<file path="src/rtl/pcs_pkg.sv">
// ============================================================================
// Module      : pcs_pkg
// Description : Shared types and elaboration helpers for param_counter_scan.
// Revision    : 1.0 - initial release
// ============================================================================
`default_nettype none

package pcs_pkg;

    typedef enum logic [0:0] {
        FUNC  = 1'b0,
        SHIFT = 1'b1
    } pcs_state_e;

    // Ceiling log2, valid for value >= 1 (clog2(1) = 0).
    function automatic int clog2(input int value);
        int result;
        result = 0;
        for (int v = value - 1; v > 0; v = v >> 1) begin
            result = result + 1;
        end
        return result;
    endfunction

    function automatic bit chains_divide(input int width, input int num_chains);
        return (width >= 2) && (num_chains > 0) && ((width % num_chains) == 0);
    endfunction

endpackage

`default_nettype wire

</file>
<file path="src/rtl/scan_shift_tracker.sv">
// ============================================================================
// Module      : scan_shift_tracker
// Description : FUNC/SHIFT state machine; pulses shift_done after every
//               CHAIN_LEN consecutive shift cycles.
// Revision    : 1.0 - initial release
// ============================================================================
`default_nettype none

module scan_shift_tracker
    import pcs_pkg::*;
#(
    parameter int CHAIN_LEN = 4
) (
    input  logic clk,
    input  logic rst,
    input  logic scan_en,
    output logic shift_done
);

    localparam int              CNT_W  = clog2(CHAIN_LEN + 1);
    localparam logic [CNT_W-1:0] C_LAST = CNT_W'(CHAIN_LEN);

    pcs_state_e       state_q, state_d;
    logic [CNT_W-1:0] cnt_q, cnt_d;
    logic             done_q, done_d;
    logic [CNT_W-1:0] w_cnt_inc;

    // A burst entered from FUNC always starts counting from zero.
    assign w_cnt_inc = ((state_q == SHIFT) ? cnt_q : '0) + CNT_W'(1);

    always_comb begin
        state_d = state_q;
        cnt_d   = cnt_q;
        done_d  = 1'b0;
        case (state_q)
            FUNC, SHIFT: begin
                if (scan_en) begin
                    state_d = SHIFT;
                    if (w_cnt_inc == C_LAST) begin
                        cnt_d  = '0;
                        done_d = 1'b1;
                    end else begin
                        cnt_d = w_cnt_inc;
                    end
                end else begin
                    state_d = FUNC;
                    cnt_d   = '0;
                end
            end
            default: begin
                state_d = FUNC;
                cnt_d   = '0;
            end
        endcase
    end

    always_ff @(posedge clk) begin
        if (rst) begin
            state_q <= FUNC;
            cnt_q   <= '0;
            done_q  <= 1'b0;
        end else begin
            state_q <= state_d;
            cnt_q   <= cnt_d;
            done_q  <= done_d;
        end
    end

    assign shift_done = done_q;

endmodule

`default_nettype wire

</file>
<file path="src/rtl/param_counter_scan.sv">
// ============================================================================
// Module      : param_counter_scan
// Description : WIDTH-bit up/down/load counter with terminal count, scanned
//               as NUM_CHAINS parallel segments. Optional macro COUNT_SAT_EN
//               makes counting saturate instead of wrap.
// Revision    : 1.0 - initial release
// ============================================================================
`default_nettype none

module param_counter_scan
    import pcs_pkg::*;
#(
    parameter int WIDTH      = 8,
    parameter int NUM_CHAINS = 2
) (
    input  logic                  clk,
    input  logic                  rst,
    input  logic                  scan_en,
    input  logic [NUM_CHAINS-1:0] scan_in,
    output logic [NUM_CHAINS-1:0] scan_out,
    input  logic                  cnt_en,
    input  logic                  up_dn,
    input  logic                  load,
    input  logic [WIDTH-1:0]      load_val,
    output logic [WIDTH-1:0]      count,
    output logic                  tc,
    output logic                  shift_done
);

    localparam int CHAIN_LEN = WIDTH / NUM_CHAINS;

    generate
        if (!chains_divide(WIDTH, NUM_CHAINS)) begin : g_param_check
            $error("param_counter_scan: WIDTH must be >= 2 and divisible by NUM_CHAINS");
        end
    endgenerate

    logic [WIDTH-1:0] count_q, count_d;
    logic [WIDTH-1:0] w_shift_val;
    logic [WIDTH-1:0] w_inc, w_dec;
    logic             w_at_max, w_at_zero;

    generate
        for (genvar k = 0; k < NUM_CHAINS; k++) begin : g_chain
            if (CHAIN_LEN == 1) begin : g_len1
                assign w_shift_val[k] = scan_in[k];
            end else begin : g_lenn
                assign w_shift_val[k*CHAIN_LEN +: CHAIN_LEN] =
                    {count_q[k*CHAIN_LEN +: CHAIN_LEN-1], scan_in[k]};
            end
            assign scan_out[k] = count_q[k*CHAIN_LEN + CHAIN_LEN - 1];
        end
    endgenerate

    assign w_inc     = count_q + WIDTH'(1);
    assign w_dec     = count_q - WIDTH'(1);
    assign w_at_max  = &count_q;
    assign w_at_zero = ~|count_q;

    assign tc = cnt_en & ~scan_en & ~load & (up_dn ? w_at_max : w_at_zero);

    always_comb begin
        count_d = count_q;
        if (scan_en) begin
            count_d = w_shift_val;
        end else if (load) begin
            count_d = load_val;
        end else if (cnt_en) begin
`ifdef COUNT_SAT_EN
            if (up_dn && !w_at_max) begin
                count_d = w_inc;
            end else if (!up_dn && !w_at_zero) begin
                count_d = w_dec;
            end
`else
            count_d = up_dn ? w_inc : w_dec;
`endif
        end
    end

    always_ff @(posedge clk) begin
        if (rst) begin
            count_q <= '0;
        end else begin
            count_q <= count_d;
        end
    end

    assign count = count_q;

    scan_shift_tracker #(
        .CHAIN_LEN (CHAIN_LEN)
    ) u_tracker (
        .clk        (clk),
        .rst        (rst),
        .scan_en    (scan_en),
        .shift_done (shift_done)
    );

endmodule

`default_nettype wire

</file>
<file path="config.mk">
export PLATFORM = sky130hd
export DESIGN_NAME = param_counter_scan
export DESIGN_NICKNAME = d
export VERILOG_FILES = /design/src/rtl/pcs_pkg.sv /design/src/rtl/scan_shift_tracker.sv /design/src/rtl/param_counter_scan.sv
export SDC_FILE = /design/constraint.sdc
export NUM_CORES = 1
export LEC_CHECK = 0
export ABC_CLOCK_PERIOD_IN_PS = 5200
export BUFFER_PORTS_ARGS = -buffer_cell sky130_fd_sc_hd__buf_2
export CORE_UTILIZATION = 50
export CTS_BUF_LIST = sky130_fd_sc_hd__clkbuf_16
export DETAILED_ROUTE_END_ITERATION = 7
export PLACE_DENSITY = 0.87
export SYNTH_ARGS = -nofsm -noshare
export SYNTH_HDL_FRONTEND = slang
export SYNTH_SLANG_ARGS = --single-unit
</file>
<file path="constraint.sdc">
create_clock -name clk -period 5.2 [get_ports clk]
set_clock_uncertainty 0.1 [all_clocks]
set_input_delay 0.78 -clock clk [delete_from_list [all_inputs] [get_ports clk]]
set_output_delay 0.78 -clock clk [all_outputs]
set_load 0.02 [all_outputs]
</file>
---- Word-level counts from Yosys, hierarchy flattened ----
Index checks and enable logic that the tools add are counted.
cells by class
  add/subtract/negate cells ............... 3
  equality and inequality tests ........... 1
  muxes and demuxes ....................... 8
  bitwise gates (word level) .............. 5
  reduce and logical (&&, ||, !) cells .... 6
operators by type and width
  operator                                           number
  2-to-1 mux 8 bit                                   4
  adder 8 x 1 -> 8 bit (second input constant)       1
  AND reduction 8 bit                                1
  OR reduction 8 bit                                 1
  subtractor 8 x 1 -> 8 bit (second input constant)  1
  adder 3 x 1 -> 3 bit (second input constant)       1
  AND 1 bit                                          3
  == test 3 bit (second input constant)              1
  2-to-1 mux 1 bit                                   3
  2-to-1 mux 3 bit                                   1
  nonzero test 3 bit                                 1
  OR reduction 3 bit                                 1
  inverter 1 bit                                     2
  OR reduction 2 bit                                 1
  zero test 1 bit                                    1
word-level totals
  bits in registers ....................... 13
  bits of input ports ..................... 16
  output and inout bits ................... 12
  word-level logic and storage cells ...... 27

---- Longest topological paths before layout ----
Gate-level depths: netlist (run 1).
  depth in word-level cells ............... 5
  mapped depth ............................ 6
  gate-level depth less buffers ........... 6

---- Hierarchy ----
From an unflattened synthesis (run 1), not the netlist that was laid out.
second synthesis, totals
  cell total of the unflattened synthesis .. 126
  area total of the unflattened synthesis .. 1043.5 µm²
by module, submodules not included
  module              instances  cells an instance  area each (µm²)  sequential area each (µm²)
  param_counter_scan  1          108                829.5            160.2
  scan_shift_tracker  1          18                 214.0            100.1

---- Worst setup path before layout (run 1) ----
Ideal clock, no wire load.
  kind .................................... input -> register
  from .................................... input port up_dn
  to ...................................... register count_q[7] (netlist: count[7])
  library setup time ...................... 0.092 ns
  arrival time ............................ 2.074 ns
  data required time ...................... 5.008 ns
  slack ................................... 2.933 ns
  cell stages on the path ................. 6
  buffers on the path ..................... 0
  cell sequence ........................... inv_1 > ha_1 > a211oi_2 > o31ai_2 > o221a_1 > o32ai_1
on the way
  word-level cells in the longest chain between the ends .. 4
RTL lines
  what                    line                      text
  start: declaration      param_counter_scan.sv:22  input logic up_dn,
  2-to-1 mux 8 bit        param_counter_scan.sv:76  count_d = up_dn ? w_inc : w_dec;
  2-to-1 mux 8 bit        param_counter_scan.sv:68  end else if (cnt_en) begin
  2-to-1 mux 8 bit        param_counter_scan.sv:66  end else if (load) begin
  2-to-1 mux 8 bit        param_counter_scan.sv:64  if (scan_en) begin
  end signal: assignment  param_counter_scan.sv:85  count_q <= count_d;
  end: declaration        param_counter_scan.sv:38  logic [WIDTH-1:0] count_q, count_d;
No other way between the ends. The select of a mux whose other input is x is not followed.
A chain may end at the register's enable or synchronous reset.

---- Final worst setup path (run 1) ----
  from .................................... input port up_dn
  to ...................................... output port tc
on the way
  word-level cells in the longest chain between the ends .. 2
RTL lines
  what              line                      text
  2-to-1 mux 1 bit  param_counter_scan.sv:60  assign tc = cnt_en & ~scan_en & ~load & (up_dn ? w_at_max : w_at_zero);
  AND 1 bit         param_counter_scan.sv:60
  end: declaration  param_counter_scan.sv:26  output logic tc,
No other way between the ends.

==> metrics.cfg, run 1 <==
[status]
status=finished, final reports clean

[sta]
min_period_ps=2520
finalHoldViolations=0
finalSetupViolations=0
rsz0062_at_grt=false
fin_crit_sh_pct=48.4
worst_pin_slew_ps=383
slew_headroom_pct=74.3
final.setup.tns_ps=0
max_freq_ghz=0.397
slew_viol_final=0

[grt]
grt_util_met2_pct=42.2
grt_max_degree=21
grt.met1_usage_pct=32.0
grt_usage_pct=25.6
grt_util_met3_pct=4.91
top_usage_layer=met2
antenna_found_initial=0
grt_pass1_wl_um=4110
overflow=0
grt_pass1_vias=950

[floorplanning]
num_io_pins=28
dieArea_mm2=0.00228
die_y_um=47.8
start_util_pct=53.4
core_area_mm2=0.00196
num_rows=16
die_w_um=47.8

[cells_and_area]
finish.instance_area_mm2=0.00125
fillers=188
area_growth_pct=19.7
nNetsFinal=175
drive_gt1_share_pct=22.1
stdcell_count=176
antenna_cells=0
multi_input_comb_area_um2=727
register_area_um2=260

[cts]
h-tree-depth=1
ctsRootBufferMaster=clkbuf_16
cts.repair.resized=0
postCtsSetupRepairBufs=0
clk_latency_ps=250
ctsLongestPathBuffers=2
path_clk_slew_ps=50
cts_tree=yes
numCtsBuffers=3
cts_hold_buf=0
cts.sinks=13

[drt]
wl_per_cell_um=15.1
drtIter0Drc=19
drt-vias-per-instance=6.14
drc_errors=0
drtPass1Iterations=4
detail-route-antenna-nets=0
routed_wl_um=2660
vias=1081

[critical_path]
path_common_cell=buf_2
cp.depth=5
path_class=in2out
r2r_cells=5
cp_cell_sequence=buf_2 -> inv_1 -> nor3_1 -> o211a_1 -> buf_2
worstPathRequired_ps=4320
critical_path.endpoint_type=output pin
cp_slowest_cell=inv_1
cp.arrival_ps=1640
cp_max_fo=9
cp-start-kind=primary input
cpLargestDelayFamily=buffers and inverters
max_stage_delay_ps=250
reg2reg_slack_ps=3330
cp.buffers_inverters=3

[yosys]
syn_avg_cell_area_um2=8.31
ys_types=47
synthesis.nets=151
synth_area_mm2=0.00105
netlist_instances=126
synth_ff_type=dfxtp_1
ys_ff_latch=13
yosysWarnings=0
seq_area_frac_synth_pct=24.9
ys_async_sr_fraction_pct=0
synth-edff-count=0

[power_and_ir_drop]
power_density_mw_per_mm2=284
power.total_w=0.000356
p_leak_nw=0.600
irDropWorstVdd_mv=0.135

[placement]
hpwl_um=1850
port_buffers=27
gp_congestion=0.885
dp_cells=172
placed_area_mm2=0.00117

[flow_run]
max-cap-violations=0

[worst_hold_path]
hp-class=reg2reg
whs_path_depth=2

-- synthesized netlist by cell type (3+ instances only) --
library cell / n / area share, %
nor2_1: 9 / 3.2
o21ai_0: 4 / 1.9
nand2_1: 7 / 2.5
or3b_1: 3 / 2.5
ha_1: 8 / 9.6
a21oi_1: 9 / 4.3
nand4_1: 3 / 1.8
nor2b_1: 3 / 1.8
inv_1: 5 / 1.8
mux2i_1: 4 / 3.8
nor3_1: 3 / 1.4
dfxtp_1: 13 / 25
buf_2: 3 / 1.4
xnor2_1: 4 / 3.3
o21ai_1: 3 / 1.4
-- power by group --
part	leakage (nW)	switching (W)	total, W	internal (W)
Clock	0.0423	0.0000473	0.000149	0.000102
Sequential	0.107	0.0000103	0.000116	0.000106
Combinational	0.451	0.0000520	0.0000908	0.0000387
Total	0.600	0.000110	0.000356	0.000247
-- cell type report --
class	instances	area share [%]
multi-input cells	100	58.0
flip-flops and latches	13	20.8
repair buffers	27	10.8
clock buffers	3	5.99
well taps	27	2.69
inverters	5	1.50
clock inverters	1	0.299
-- sequential cells by signal, indices dropped and copies added, names as in the netlist --
name,count
count,8
u_tracker.state_q,1
u_tracker.shift_done,1
u_tracker.cnt_q,3
-- path summary, 6_finish.rpt --
path	start	end
worst min register to register	count[2]	count[3]
worst min-delay path	count[2]	count[3]
worst max register to register	count[1]	count[7]
worst max-delay path	up_dn	tc
-- stage by stage --
step	setup WS [ps]	hold WS, ps	util, %
after floorplan	2930	421	-
after global placement	2720	447	59.9
after detailed placement	2640	458	59.9
after CTS	2690	458	63.9
after global routing	2590	506	63.9
final	2680	445	63.9
-- metal layers --
| metal | vias up | share of wire (%) |
|---|---|---|
| met1 | 515 | 43 |
| met3 | 8 | 4.9 |
| li1 | 514 | - |
| met5 | - | 0 |
| met2 | 44 | 50 |
| met4 | 0 | 2.3 |
-- worst register-to-register path, stage by stage, from the launching register on --
cell and delay (ps):
dfxtp_1 450, ha_1 300, a211oi_2 310, o31ai_2 150, o221a_1 250, o32ai_1 240
-- cells by family after synthesis --
group	Yosys count	share of synthesized area (%)
compound gates	38	26.5
xor+xnor	4	3.34
fa+ha+maj	9	11.5
buf+inv	13	5.73
flops	13	24.9
mux	4	3.82
simple gates	45	24.3
-- layout by cell type (no fill, tap or decap), types with 4 or more instances in the layout --
cell type	synthesis	routed
inv_1	5	6
a21oi_1	9	9
buf_2	3	27
xnor2_1	4	4
o21ai_0	4	4
mux2i_1	4	4
ha_1	8	8
nor2_1	9	9
dfxtp_1	13	13
nand2_1	7	7
(Power assumes the default switching activity.)
==> inputs of run 2 (changes only) <==
ABC_CLOCK_PERIOD_IN_PS = 2500   (was 5200)
clock period = 2.5 ns   (was 5.2 ns; I/O delays follow)
==> run 2 against run 1 <==
Effect of this change: register-to-register slack worse by 2700 ps; non-clock buffer count unchanged; sequential share of layout area did not move; routed wire length down 4.2%; combinational power increased by 100%; count of clock-buffer cells in the layout did not move; utilization is the same; setup slack worse by 2100 ps; largest cell class unchanged; largest power group unchanged.
==> metrics.cfg, run 2 (synthesized netlist as in run 1, its figures left out) <==
[sta]
whs_ps=273
fin_crit_sh_pct=77.8
slew_headroom_pct=74.1
final.setup.worst_slack_ps=554
rsz0062_at_grt=false
min_period_ps=1950
final.setup.tns_ps=0
slew_viol_final=0
worst_pin_slew_ps=388
max_freq_ghz=0.514
finalSetupViolations=0
finalHoldViolations=0

[drt]
wl_per_cell_um=14.5
vias=1065
drt-vias-per-instance=6.05
routed_wl_um=2550
detail-route-antenna-nets=0
drtPass1Iterations=4
drc_errors=0
drtIter0Drc=37

[cells_and_area]
antenna_cells=0
finish.instance_area_mm2=0.00125
drive_gt1_share_pct=22.1
area_growth_pct=19.7
final_common_cell=buf_2
most-common-layout-cells=buf_2 (27), dfxtp_1 (13), nor2_1 (9), a21oi_1 (9), ha_1 (8)
nNetsFinal=175
largest_reg_flops=8
stdcell_count=176

[critical_path]
cp-start-kind=flop
crit_start=count[6]
path_class=reg2out
cp_max_fo=8
reg2reg_from=count[1]
worstPathRequired_ps=2030
r2r-end=count[7]
cp_cell_sequence=nand4_1 -> nor3_1 -> o211a_1 -> buf_2
cp_slowest_cell=dfxtp_1
cp-endpoint=tc
cp.arrival_ps=1470
max_stage_delay_ps=500
critical_path.endpoint_type=output pin
reg2reg_slack_ps=610
r2r_cells=5

[flow_run]
max-cap-violations=0

[grt]
grt_usage_pct=24.2
antenna_found_initial=0
grt_pass1_vias=843
grt_max_degree=21
grt_pass1_wl_um=3820
overflow=0

[cts]
clk_latency_ps=250
ctsLongestPathBuffers=2
path_clk_slew_ps=50
cts.sinks=13
h-tree-depth=1
numCtsBuffers=3
postCtsSetupRepairBufs=0
cts.repair.resized=0
ctsRootBufferMaster=clkbuf_16
cts_hold_buf=0
cts_tree=yes

[placement]
hpwl_um=1720
port_buffers=27
placed_area_mm2=0.00117
gp_congestion=0.906
dp_cells=172
pre_cts_ws_ps=346

[power_and_ir_drop]
power_density_mw_per_mm2=593
irDropWorstVdd_mv=0.389
p_leak_nw=0.600

[status]
status=finished, final reports clean

[floorplanning]
die_w_um=47.8
die_y_um=47.8
core_area_mm2=0.00196
num_io_pins=28
start_util_pct=53.4
dieArea_mm2=0.00228
num_rows=16

[worst_hold_path]
hp-class=in2reg

run 2: cell counts in the layout (fill, tap and decap cells not counted):
No cell type changed its count.
run 2: layout make-up:
class / instances / area [um^2]
clock buffers: 3 / 75.1
clock inverters: 1 / 3.75
fillers: 189 / 708
inverters: 5 / 18.8
multi-input cells: 100 / 727
flip-flops and latches: 13 / 260
well taps: 27 / 33.8
repair buffers: 27 / 135
run 2: power breakdown:
| group | switching (W) | leakage [nW] | internal [W] |
|---|---|---|---|
| Combinational | 0.000105 | 0.451 | 0.0000803 |
| Clock | 0.000103 | 0.0423 | 0.000212 |
| Sequential | 0.0000218 | 0.107 | 0.000221 |
run 2: critical path, delay by kind of cell (launching register included):
family | cells | cell delay, ps
simple gates | 2 | 390
compound gates | 1 | 180
buf+inv | 1 | 150
flops | 1 | 500
run 2: metal layers:
metal | part of all wire, % | global-route usage, % | vias up
li1 | - | - | 519
met1 | 43 | 32.8 | 494
met2 | 49 | 37.6 | 47
met3 | 6.0 | 3.40 | 5
met4 | 1.7 | 11.7 | 0
met5 | 0 | 0 | -
run 2: per-stage QoR:
| stage | utilization (%) | total power [W] |
|---|---|---|
| 2_1_floorplan | - | 0.000381 |
| 6_report | 63.9 | 0.000743 |
| 4_1_cts | 63.9 | 0.000737 |
| 3_5_place_dp | 59.9 | 0.000428 |
| 5_1_grt | 63.9 | 0.000768 |
| 3_3_place_gp | 59.9 | 0.000421 |
run 2: worst min path at each step:
| stage | start | endpoint | slack (ps) | cells after the start |
|---|---|---|---|---|
| 2_1_floorplan | rst | u_tracker.state_q | 380 | 1 |
| 3_3_place_gp | u_tracker.cnt_q[0] | u_tracker.cnt_q[0] | 440 | 2 |
| 3_5_place_dp | u_tracker.cnt_q[0] | u_tracker.cnt_q[0] | 450 | 2 |
| 4_1_cts | scan_in[0] | count[0] | 280 | 3 |
| 5_1_grt | scan_in[1] | count[4] | 300 | 3 |
| 6_report | scan_in[0] | count[0] | 270 | 3 |
==> inputs of run 3 (changes only) <==
ABC_AREA = 1   (was not set)
ABC_CLOCK_PERIOD_IN_PS = 1700   (was 2500)
CORE_UTILIZATION = 46   (was 50)
PLACE_DENSITY = 0.85   (was 0.87)
clock period = 1.7 ns   (was 2.5 ns; I/O delays follow)
==> run 3 against run 2 <==
Effect of this change: the flow now finishes with violations (setup timing); final area grew 18%; critical endpoint unchanged; die area grew 8.4%; routed wire length grew 26%; final cell count grew 27%; power grew 62%; global-route usage grew 0.69 points; register-to-register slack lost 570 ps; area after synthesis grew 0.12%; via count grew 17%; synthesized cell count grew 26%; critical path depth grew 2.
==> metrics.cfg, run 3 <==
[cts]
h-tree-depth=1
ctsRootBufferMaster=clkbuf_16
cts_tree=yes
cts.sinks=13
numCtsBuffers=3
ctsLongestPathBuffers=2
path_clk_slew_ps=50
clk_latency_ps=240

[placement]
gp_congestion=0.878
pre_cts_ws_ps=-176
port_buffers=27
placed_area_mm2=0.00124
hpwl_um=2150

[cells_and_area]
drive_gt1_share_pct=35.7
area_growth_pct=41.6
final_common_cell=nand2_1
antenna_cells=0
fin_util_pct=72.7
most-common-layout-cells=nand2_1 (38), buf_2 (26), inv_1 (17)
largest_reg_flops=8
finish.instance_area_mm2=0.00149
nNetsFinal=222

[sta]
min_period_ps=1780
worst_pin_slew_ps=306
fin_crit_sh_pct=105
slew_viol_final=0
finalHoldViolations=0
rsz0062_at_grt=true
finalSetupViolations=2
max_freq_ghz=0.561
slew_headroom_pct=79.6
final.setup.tns_ps=-89.3
final.setup.worst_slack_ps=-83.6

[yosys]
synth_top_area_share_pct=24.8
ys_async_sr_fraction_pct=0
synth_area_leader_cell=dfxtp_1
synth_compound_area_share_pct=15.6
synth_ff_type=dfxtp_1
synth-edff-count=0
syn_avg_cell_area_um2=6.59
yosysMostFrequentCell=nand2_1
ys_types=26
synthesis.nets=184
synthTopCellsByCount=nand2_1 (39), a21oi_1 (17), inv_1 (17)
synthSimpleGateAreaFrac_pct=34.4
synth_adder_area_share_pct=11.5
yosysWarnings=0
synth_area_mm2=0.00105
synth-xor-area-share_pct=1.67
synth_top_family_by_area=simple AND/OR/NAND/NOR gates
muxShareOfSynthArea_pct=0
ys_ff_latch=13
netlist_instances=159
yosys-top-cells-area=dfxtp_1 (25%), nand2_1 (14%), ha_1 (9.5%)
seq_area_frac_synth_pct=24.8

[critical_path]
cp.arrival_ps=1430
cpLargestDelayFamily=flip-flops
reg2reg_from=count[0]
max_stage_delay_ps=380
r2r_cells=8
cp_slowest_cell=dfxtp_4
cp-start-kind=flop
worstPathRequired_ps=1340
r2r-end=count[4]
path_common_cell=buf_4
cp_max_fo=4
reg2reg_slack_ps=40
cp_cell_sequence=buf_4 -> nand4_1 -> o21ai_1 -> nand3_1 -> nor2_1 -> buf_4
cp.buffers_inverters=2
critical_path.endpoint_type=output pin
path_class=reg2out

[drt]
drt-vias-per-instance=5.59
drtPass1Iterations=4
wl_per_cell_um=14.5
drc_errors=0
vias=1247
drtIter0Drc=67
routed_wl_um=3220
detail-route-antenna-nets=0

[floorplanning]
die_y_um=49.7
core_area_mm2=0.00204
start_util_pct=51.3
dieArea_mm2=0.00247
die_w_um=49.7
num_rows=16
num_io_pins=28

[grt]
grt_max_degree=14
antenna_found_initial=0
grt_pass1_vias=1083
grt_pass1_wl_um=4670
grt_usage_pct=24.9
overflow=0

[power_and_ir_drop]
power_density_mw_per_mm2=812
irDropWorstVdd_mv=0.712
p_leak_nw=0.727

[status]
status=finished, violations left
violations=setup timing

[worst_hold_path]
holdCritStartpoint=rst
hp-class=in2reg
whs_path_depth=2
hold_end=count[5]

[flow_run]
max-cap-violations=0

## run 3: cell types whose count changed in the layout (fill, tap and decap cells not counted), moves of 6 or more
cell	delta
nand3_1	+11
nor2_1	+6
nand2_1	+31
inv_1	+11
dfxtp_1	-8
buf_4	+10
a21oi_1	+7
## run 3: per-stage QoR
step / instances / total power, W / hold slack (ps)
global placement: 217 / 0.000675 / 405
CTS: 221 / 0.00115 / 164
detailed placement: 217 / 0.000687 / 421
global route: 223 / 0.00127 / 177
finish: 223 / 0.00121 / 161
floorplan: 159 / 0.000580 / 224
## run 3: repair_timing
item / CTS / global route
gates resized for setup: 12 / 17
buffers inserted: 0 / 2
endpoints found under the setup margin: 1 / 5
hold buffers: 0 / 0
pin swaps: 4 / 4
## run 3: worst register-to-register path, cell delays in order (launching register included)
cell      delay [ps]
dfxtp_4          350
fa_2             400
nand2_2           80
nand3_1          100
nand2_1           90
nand2_1           50
nand3_1           80
o211ai_1         120
a21oi_1          200
## run 3: cell type report
type                       count  area, um^2
tap                           27        33.8
clock buffer                   3        75.1
clock inverter                 1        3.75
sequential                    13         283
timing repair buffer          38         236
multi-input combinational    120         768
fill                         153         557
inverter                      21        85.1
## run 3: worst max-delay path by stage
stage | end | slack (ps) | cells after the start | startpoint
global route | tc | -160 | 6 | count[5]
floorplan | count[7] | 60 | 9 | count[2]
CTS | tc | 7 | 5 | count[3]
finish | tc | -80 | 6 | count[4]
global placement | count[7] | -80 | 11 | up_dn
detailed placement | count[5] | -180 | 11 | up_dn
## run 3: logic make-up after synthesis
group | after synthesis
buffers and inverters | 26
xor gates and xnor gates | 2
AOI/OAI and AO/OA | 29
adders and majority gates | 9
DFF | 13
and+or+nand+nor | 80
## run 3: where the power goes
part	total [W]	internal (W)	leakage, nW	switching, W
logic	0.000400	0.000178	0.573	0.000222
clock network	0.000440	0.000310	0.0423	0.000130
registers	0.000366	0.000328	0.111	0.0000378
## run 3: routing by layer
layer / track usage [%] / share of wire, %
met1: 28.5 / 37
met2: 45.0 / 50
met3: 6.48 / 8.3
met4: 6.67 / 4.6
met5: 0 / 0
